--- src/rtl/macrocell_pkg.sv ---
// Shared encodings for the CPLD macrocell: storage modes, PT role slots, select codes.
// Pure definitions; no logic, no latency, no flow control.
package macrocell_pkg;

  typedef enum logic [1:0] {
    MODE_COMB = 2'b00,
    MODE_D    = 2'b01,
    MODE_T    = 2'b10,
    MODE_DCE  = 2'b11
  } mode_e;

  localparam int PT_CLK = 0;
  localparam int PT_AR  = 1;
  localparam int PT_AP  = 2;
  localparam int PT_CE  = 3;
  localparam int PT_OE  = 4;

  // ar_sel is a two-bit enable vector: bit 0 enables gclr, bit 1 enables pt1.
  localparam int AR_BIT_GCLR = 0;
  localparam int AR_BIT_PT   = 1;

  // oe_sel codes below N_GOE+2; the pt4 code depends on N_GOE and lives in the top.
  localparam int OE_OFF      = 0;
  localparam int OE_ON       = 1;
  localparam int OE_GOE_BASE = 2;

endpackage

--- src/rtl/product_term.sv ---
// One product term: AND of the literals selected by its fuse slice; empty slice gives 0.
// Purely combinational, zero latency; no flow control.
module product_term #(
  parameter int N_UIM = 40,
  parameter int N_FLB = 16
) (
  input  logic [2*(N_UIM+N_FLB)-1:0] map,
  input  logic [N_UIM-1:0]           uim,
  input  logic [N_FLB-1:0]           flb,
  output logic                       term
);
  localparam int N_IN = N_UIM + N_FLB;

  logic [N_IN-1:0] in_vec;
  assign in_vec = {flb, uim};

  // map[2j] includes input j true, map[2j+1] includes it complemented.
  always_comb begin
    term = |map;
    for (int j = 0; j < N_IN; j++) begin
      if ((map[2*j] & ~in_vec[j]) | (map[2*j+1] & in_vec[j])) begin
        term = 1'b0;
      end
    end
  end

endmodule

--- src/rtl/macrocell_n.sv ---
// CPLD macrocell: N_PT product terms into OR/XOR sum with cascade, D/T/CE storage, AR/AP.
// Combinational outputs zero latency, q updates one clk later; static fuses, no flow control.
module macrocell_n
  import macrocell_pkg::*;
#(
  parameter int N_UIM  = 40,
  parameter int N_FLB  = 16,
  parameter int N_PT   = 5,
  parameter int N_GOE  = 6,
  parameter int N_GCLK = 3
) (
  input  logic                              clk,
  input  logic                              rst,
  input  logic [N_PT*2*(N_UIM+N_FLB)-1:0]   pt_map,
  input  logic [N_PT-1:0]                   sum_mask,
  input  logic                              cas_en,
  input  logic                              casout_en,
  input  logic                              xor_inv,
  input  logic [1:0]                        mode,
  input  logic [$clog2(N_GCLK+1)-1:0]       clk_sel,
  input  logic [1:0]                        ar_sel,
  input  logic                              ap_en,
  input  logic [$clog2(N_GOE+3)-1:0]        oe_sel,
  input  logic                              o_sel,
  input  logic                              fb_sel,
  input  logic [N_UIM-1:0]                  uim,
  input  logic [N_FLB-1:0]                  in_flb,
  input  logic [N_GOE-1:0]                  goe,
  input  logic [N_GCLK-1:0]                 gclk,
  input  logic                              casin,
  input  logic                              gclr,
  output logic                              pad,
  output logic                              pad_oe,
  output logic                              mc_fb,
  output logic                              mc_flb,
  output logic                              casout,
  output logic                              q
);
  localparam int PT_W  = 2 * (N_UIM + N_FLB);
  localparam int OE_PT = N_GOE + 2;

  mode_e           mode_v;
  logic [N_PT-1:0] pt;
  logic [N_PT-1:0] role_mask;
  logic            sum, d, src, clk_edge, ar, ap;
  logic            q_d, q_q, prev_d, prev_q;

  assign mode_v = mode_e'(mode);

  for (genvar i = 0; i < N_PT; i++) begin : g_pt
    product_term #(.N_UIM(N_UIM), .N_FLB(N_FLB)) u_pt (
      .map  (pt_map[i*PT_W +: PT_W]),
      .uim  (uim),
      .flb  (in_flb),
      .term (pt[i])
    );
  end

  // A PT claimed for a control role never leaks into the sum, whatever sum_mask says.
  always_comb begin
    role_mask         = '0;
    role_mask[PT_CLK] = (int'(clk_sel) == N_GCLK);
    role_mask[PT_AR]  = ar_sel[AR_BIT_PT];
    role_mask[PT_AP]  = ap_en;
    role_mask[PT_CE]  = (mode_v == MODE_DCE);
    role_mask[PT_OE]  = (int'(oe_sel) == OE_PT);
  end

  assign sum    = (|(pt & sum_mask & ~role_mask)) | (cas_en & casin);
  assign casout = casout_en & sum;
  assign d      = (sum & ~casout_en) ^ xor_inv;

  always_comb begin
    src = 1'b0;
    for (int k = 0; k < N_GCLK; k++) begin
      if (int'(clk_sel) == k) src = gclk[k];
    end
    if (int'(clk_sel) == N_GCLK) src = pt[PT_CLK];
  end

  assign clk_edge = src & ~prev_q;
  assign ar = (ar_sel[AR_BIT_GCLR] & gclr) | (ar_sel[AR_BIT_PT] & pt[PT_AR]);
  assign ap = ap_en & pt[PT_AP];

  always_comb begin
    prev_d = src;
    q_d    = q_q;
    if (ar) begin
      q_d = 1'b0;
    end else if (ap) begin
      q_d = 1'b1;
    end else if (clk_edge && (mode_v != MODE_DCE || pt[PT_CE])) begin
      q_d = (mode_v == MODE_T) ? (q_q ^ d) : d;
    end
  end

  always_ff @(posedge clk) begin
    if (rst) begin
      q_q    <= 1'b0;
      prev_q <= 1'b0;
    end else begin
      q_q    <= q_d;
      prev_q <= prev_d;
    end
  end

  always_comb begin
    pad_oe = 1'b0;
    if (int'(oe_sel) == OE_ON) pad_oe = 1'b1;
    for (int k = 0; k < N_GOE; k++) begin
      if (int'(oe_sel) == OE_GOE_BASE + k) pad_oe = goe[k];
    end
    if (int'(oe_sel) == OE_PT) pad_oe = pt[PT_OE];
    if (int'(oe_sel) == OE_OFF) pad_oe = 1'b0;
  end

  assign q      = q_q;
  assign pad    = o_sel ? d : q_q;
  assign mc_fb  = fb_sel ? d : q_q;
  assign mc_flb = ~mc_fb;

endmodule

--- config.mk ---
export PLATFORM = sky130hd
export DESIGN_NAME = macrocell_n
export DESIGN_NICKNAME = d
export VERILOG_FILES = /design/src/rtl/macrocell_pkg.sv /design/src/rtl/product_term.sv /design/src/rtl/macrocell_n.sv
export SDC_FILE = /design/constraint.sdc
export NUM_CORES = 1
export LEC_CHECK = 0
export BUFFER_PORTS_ARGS = -buffer_cell sky130_fd_sc_hd__buf_2
export CAP_MARGIN = 30
export CORE_AREA = 2 2 252 254
export CTS_BUF_LIST = sky130_fd_sc_hd__clkbuf_4 sky130_fd_sc_hd__clkbuf_8
export CTS_CLUSTER_SIZE = 12
export DETAILED_ROUTE_END_ITERATION = 7
export DIE_AREA = 0 0 254 256
export HOLD_SLACK_MARGIN = 0.02
export PLACE_DENSITY_LB_ADDON = 0.12
export SETUP_SLACK_MARGIN = 0.3
export SYNTH_ARGS = -nofsm -noshare
export SYNTH_HDL_FRONTEND = slang
export SYNTH_HIERARCHICAL = 1
export SYNTH_SLANG_ARGS = --single-unit
export TNS_END_PERCENT = 1
--- constraint.sdc ---
create_clock -name clk -period 2.5 [get_ports clk]
set_input_delay 0.25 -clock clk [delete_from_list [all_inputs] [get_ports clk]]
set_output_delay 0.25 -clock clk [all_outputs]
set_load 0.02 [all_outputs]
Word-level counts from Yosys, hierarchy flattened:

Index checks and enable logic that the tools add are counted.

* word-level logic and storage cells: 1239
* output and inout port bits: 6
* bits in registers: 2
* input bits: 650

* bitwise logic cells: 913
* multiplexer cells: 298
* reductions and logical operators: 12
* eq/ne operators: 14

Operators by type and width (number)
* AND 1 bit: 567
* OR reduction 112 bit: 5
* two-way mux 1 bit: 298
* bitwise OR 1 bit: 282
* inverter 1 bit: 59
* equality test 4 bit (second input constant): 5
* AND 5 bit: 2
* equality test 2 bit (second input constant): 4
* equality test 4 x 3 -> 1 bit (second input constant): 2
* inverter 5 bit: 1
* OR reduction 5 bit: 1
* equality test 4 x 2 -> 1 bit (second input constant): 1
* logical NOT 4 bit: 1
* equality test 2 x 1 -> 1 bit (second input constant): 1
* logical NOT 2 bit: 1
* inequality test 2 bit (second input constant): 1
* nonzero test 2 bit: 1
* OR reduction 2 bit: 1
* XOR 1 bit: 2
* logical AND 1 bit: 1
* logical OR 1 bit: 1

Longest topological paths before layout:

* word-level depth: 69
* depth in mapped cells: 10
* mapped depth without buffers: 10

By module:

Netlist, hierarchy kept.

By module, submodules not included
* product_term: times used 5, seq. area each 0.0 um2, area an instance 918.4 um2, cells each 113
* macrocell_n: times used 1, seq. area each 40.0 um2, area an instance 341.6 um2, cells each 41

Least setup slack after synthesis:

No wires, ideal clock.

* path type: input port to output port
* from: input port in_flb[2]
* to: output port mc_flb
* path slack: 0.209 ns
* data arrival time: 2.041 ns
* stages on the path: 10
* required time: 2.250 ns
* path buffers: 0
* cell sequence: mux2i_1 > nand4_1 > nor4_2 > nand4_1 > a21oi_1 > nand2_1 > o221ai_1 > o31ai_4 > xnor2_1 > mux2i_1

* cells in the longest elaborated chain, start to end: 25
* elaborated cells on any way between the ends: 94
* classes of those cells: 71 x mux; 22 x bitwise; 1 x reduce/logical

RTL lines
* start: declaration: RTL line macrocell_n.sv:27 `input logic [N_FLB-1:0] in_flb,`
* inverter 1 bit: RTL line product_term.sv:21 `if ((map[2*j] & ~in_vec[j]) | (map[2*j+1] & in_vec[j])) begin`
* AND 1 bit: RTL line product_term.sv:21
* bitwise OR 1 bit *: RTL line product_term.sv:21
* two-way mux 1 bit * (14 in series): RTL line product_term.sv:21
* net pt[2]: RTL line macrocell_n.sv:43 `logic [N_PT-1:0] pt;`
* AND 5 bit * (2 in series): RTL line macrocell_n.sv:69 `assign sum = (|(pt & sum_mask & ~role_mask)) | (cas_en & casin);`
* OR reduction 5 bit *: RTL line macrocell_n.sv:69
* bitwise OR 1 bit *: RTL line macrocell_n.sv:69
* AND 1 bit *: RTL line macrocell_n.sv:71 `assign d = (sum & ~casout_en) ^ xor_inv;`
* XOR 1 bit *: RTL line macrocell_n.sv:71
* two-way mux 1 bit *: RTL line macrocell_n.sv:119 `assign mc_fb = fb_sel ? d : q_q;`
* inverter 1 bit *: RTL line macrocell_n.sv:120 `assign mc_flb = ~mc_fb;`
* end: declaration: RTL line macrocell_n.sv:35 `output logic mc_flb,`

The timed path passes the listed nets; every way through them passes the cells marked *.

Worst setup path after layout:

* from: input port uim[33]
* to: output port mc_fb

* cells in the longest elaborated chain, start to end: 33
* elaborated cells on any way between the ends: 138
* classes of those cells: 116 x mux; 21 x bitwise; 1 x reduce/logical

RTL lines
* start: declaration: RTL line macrocell_n.sv:26 `input logic [N_UIM-1:0] uim,`
* inverter 1 bit: RTL line product_term.sv:21
* AND 1 bit: RTL line product_term.sv:21
* bitwise OR 1 bit *: RTL line product_term.sv:21
* two-way mux 1 bit * (23 in series): RTL line product_term.sv:21
* net pt[0]: RTL line macrocell_n.sv:43
* AND 5 bit * (2 in series): RTL line macrocell_n.sv:69
* OR reduction 5 bit *: RTL line macrocell_n.sv:69
* bitwise OR 1 bit *: RTL line macrocell_n.sv:69
* AND 1 bit *: RTL line macrocell_n.sv:71
* XOR 1 bit *: RTL line macrocell_n.sv:71
* two-way mux 1 bit *: RTL line macrocell_n.sv:119
* end: declaration: RTL line macrocell_n.sv:34 `output logic mc_fb,`

Marks and branches as above.

==> impl_metrics.csv <==
group,metric,value,unit
run_status,status,"finished with violations",
run_status,violations,"negative setup slack",
sta,max_freq,310.2,MHz
sta,grt_setup_unrepaired,"true",
logic_synthesis,syn_area,4933,um2
drt,drt_iter0_markers,523,
place,port_buffers,655,
drt,totalWireLength,73.69,mm
sta,fin_crit,3224,ps
critical_path,crit_start,"uim[33]",
floorplanning,coreArea,62390,um2
sta,clock_skew,2.157,ps
clocking,cts.sink_count,2,
sta,slew_viol_final,0,
drt,drc,0,
floorplanning,rows,92,
critical_path,cp-endpoint,"mc_fb",
critical_path,crit_chain,"buf_4 -> buf_4 -> mux2i_1 -> buf_4 -> nand4_1 -> nor2_1 -> nand4_1 -> a21oi_2 -> buf_6 -> nand2_4 -> o221ai_4 -> o31ai_4 -> xnor2_2 -> mux2_4 -> buf_6",
critical_path,r2r_cells,5,
critical_path,path_common_cell,"buf_4",
critical_path,slowest_stage,"nand4_1",
clocking,clkLatencyLatePin,210,ps
clocking,cts_inserted_buffers,3,
place,globalplace.congestion,0.9198,
floorplanning,ios,656,
global_routing,grt_max_degree,7,
sta,finalSetupViolations,6,
critical_path,worstReg2RegStart,"q",
logic_synthesis,ys_seq_area_frac,0.008116,
clocking,htreeDepth,1,
critical_path,crit_required,2250,ps
power_and_ir_drop,peakVddDrop,0.1539,mV
critical_path,path_class,"in -> out",
finish,nets,2261,
floorplanning,fp.dieW,254,um
drt,first_pass_iters,4,
place,dp_hpwl,69.62,mm
place,dpl.cell_count,2443,
global_routing,grt.total_usage,0.2159,
drt,wire_per_inst,29.98,um
finish,syn2layout_area_growth,167.3,%
sta,worst_pin_slew,510.0,ps
global_routing,grt_pass1_vias,11200,
critical_path,critPathMaxStageDelay,330,ps
critical_path,reg2reg_setup_slack,1250,ps
drt,viasPerCell,4.131,
sta,finalCritPeriodShare,1.289,
global_routing,overflow,0,
global_routing,antenna_found_initial,8,
floorplanning,die_area,65020,um2
critical_path,r2r_end,"q",
power_and_ir_drop,power_density,186.8,nW/um2
logic_synthesis,synthCells,606,
drt,vias,10160,
flow_run,drv_cap,0,
logic_synthesis,ys_types,25,
clocking,cts_hold_buffers,0,
sta,tns,-2869,ps
logic_synthesis,synth.avg_cell_area,8.141,um2
critical_path,crit_family,"buffers and inverters",
global_routing,grt_pass1_wl,96.05,mm
floorplanning,start_util,0.07908,
power_and_ir_drop,leakage,6.517,nW
finish,fin_area,13190,um2
clocking,cts_buffer_depth,2,
critical_path,end_kind,"output pin",
finish,layout-drive-gt1-share,0.6756,
place,place_area,12250,um2
sta,hold_violations,0,
logic_synthesis,ys_warn_count,6,
critical_path,startpoint_type,"primary input",
clocking,root_buffer,"clkbuf_8",
finish,final_common_cell,"buf_2",
clocking,clk_pin_slew,30,ps
sta,max_slew_margin,0.6503,
sta,setup_ws,-723.7,ps
finish,nFillCells,7188,
clocking,cts_tree,"done",
logic_synthesis,ys_ff_latch,2,
hold_path,hold_class,"in -> reg",
finish,final_cell_mix,"buf_2, buf_4, mux2i_1",
critical_path,worstPathMaxFanout,4,
critical_path,critPathBufInv,5,
floorplanning,die_h,256,um
logic_synthesis,syn_nets,1256,
critical_path,cp_num_cells,15,
finish,fin_cells,2458,
drt,ant_nets,0,
critical_path,crit_arrival,2970,ps
registers in the layout, indices dropped and copies added, names as in the netlist:
register  count
q             1
prev_q        1
cell usage after synthesis, drive strengths merged:
cell / instances / area share
o31ai: 1 / 0.0043
a21oi: 9 / 0.0099
nor4: 160 / 0.21
nand4: 110 / 0.14
o221ai: 1 / 0.0018
nand3: 1 / 0.0010
o211ai: 1 / 0.0015
nor2b: 2 / 0.0025
mux2: 2 / 0.0046
and2: 1 / 0.0013
dfxtp: 2 / 0.0081
xnor2: 3 / 0.0053
nand2: 8 / 0.0061
mux2i: 283 / 0.57
a32o: 1 / 0.0023
nor2: 7 / 0.0053
o21ai: 1 / 0.0010
inv: 2 / 0.0015
a221oi: 1 / 0.0018
nand3b: 1 / 0.0015
mux4: 2 / 0.0091
nor3: 7 / 0.0081
routing by layer:
metal / wire length, um / global-route usage
met5: 22 / 0
met4: 687 / 0.01634
met3: 3577 / 0.02125
met2: 35690 / 0.3810
met1: 33710 / 0.2926
how the worst min path moves through the flow:
stage	from	end	slack, ps	cells after the start
finish	rst	prev_q	270	2
global route	rst	prev_q	280	2
CTS	rst	prev_q	270	2
detailed placement	rst	prev_q	490	2
global placement	rst	prev_q	490	2
floorplan	rst	prev_q	320	1
metrics by stage:
| step | utilization | total power, mW | setup slack, ps | hold slack [ps] |
|---|---|---|---|---|
| 2_1_floorplan | - | 0.4348 | 278.3 | 321.6 |
| 3_3_place_gp | 0.1964 | 2.188 | -1623 | 493.1 |
| 3_5_place_dp | 0.1964 | 2.175 | -1674 | 493.8 |
| 4_1_cts | 0.2073 | 2.442 | -708.2 | 272.7 |
| 5_1_grt | 0.2113 | 2.584 | -758.4 | 275.7 |
| 6_report | 0.2114 | 2.463 | -723.7 | 269.5 |
where the power goes:
group	switching, mW	leakage (nW)	total (mW)	internal (mW)
Combinational	1.15	6.48	2.30	1.15
Sequential	0.00282	0.0165	0.0373	0.0345
Clock	0.0255	0.0216	0.127	0.102
final cells by class:
type,instances,area (um2),area share
antenna,3,7.507,0.0005693
sequential,2,40.04,0.003036
multi-input combinational,602,5498,0.4169
tap,846,1059,0.08027
inverter,2,7.507,0.0005693
timing repair buffer,1000,6534,0.4955
clock buffer,3,41.29,0.003131
kinds of logic (layout without fill, tap and decap cells):
logic type / after synthesis / in the layout / share of synthesized area
AO/OA/AOI/OAI: 15 / 15 / 0.02257
other: 0 / 3 / 0
XOR/XNOR: 3 / 3 / 0.005327
AND/OR/NAND/NOR: 297 / 297 / 0.3746
flip-flops: 2 / 2 / 0.008116
buffers and inverters: 2 / 1005 / 0.001522
multiplexers: 287 / 287 / 0.5879
repair_timing:
action	4_1_cts	5_1_grt
endpoints found under the hold margin	0	0
pin swaps	31	24
setup buffers	5	4
setup endpoints to repair	7	7
gates resized for setup	129	40
(Power assumes the default switching activity.)
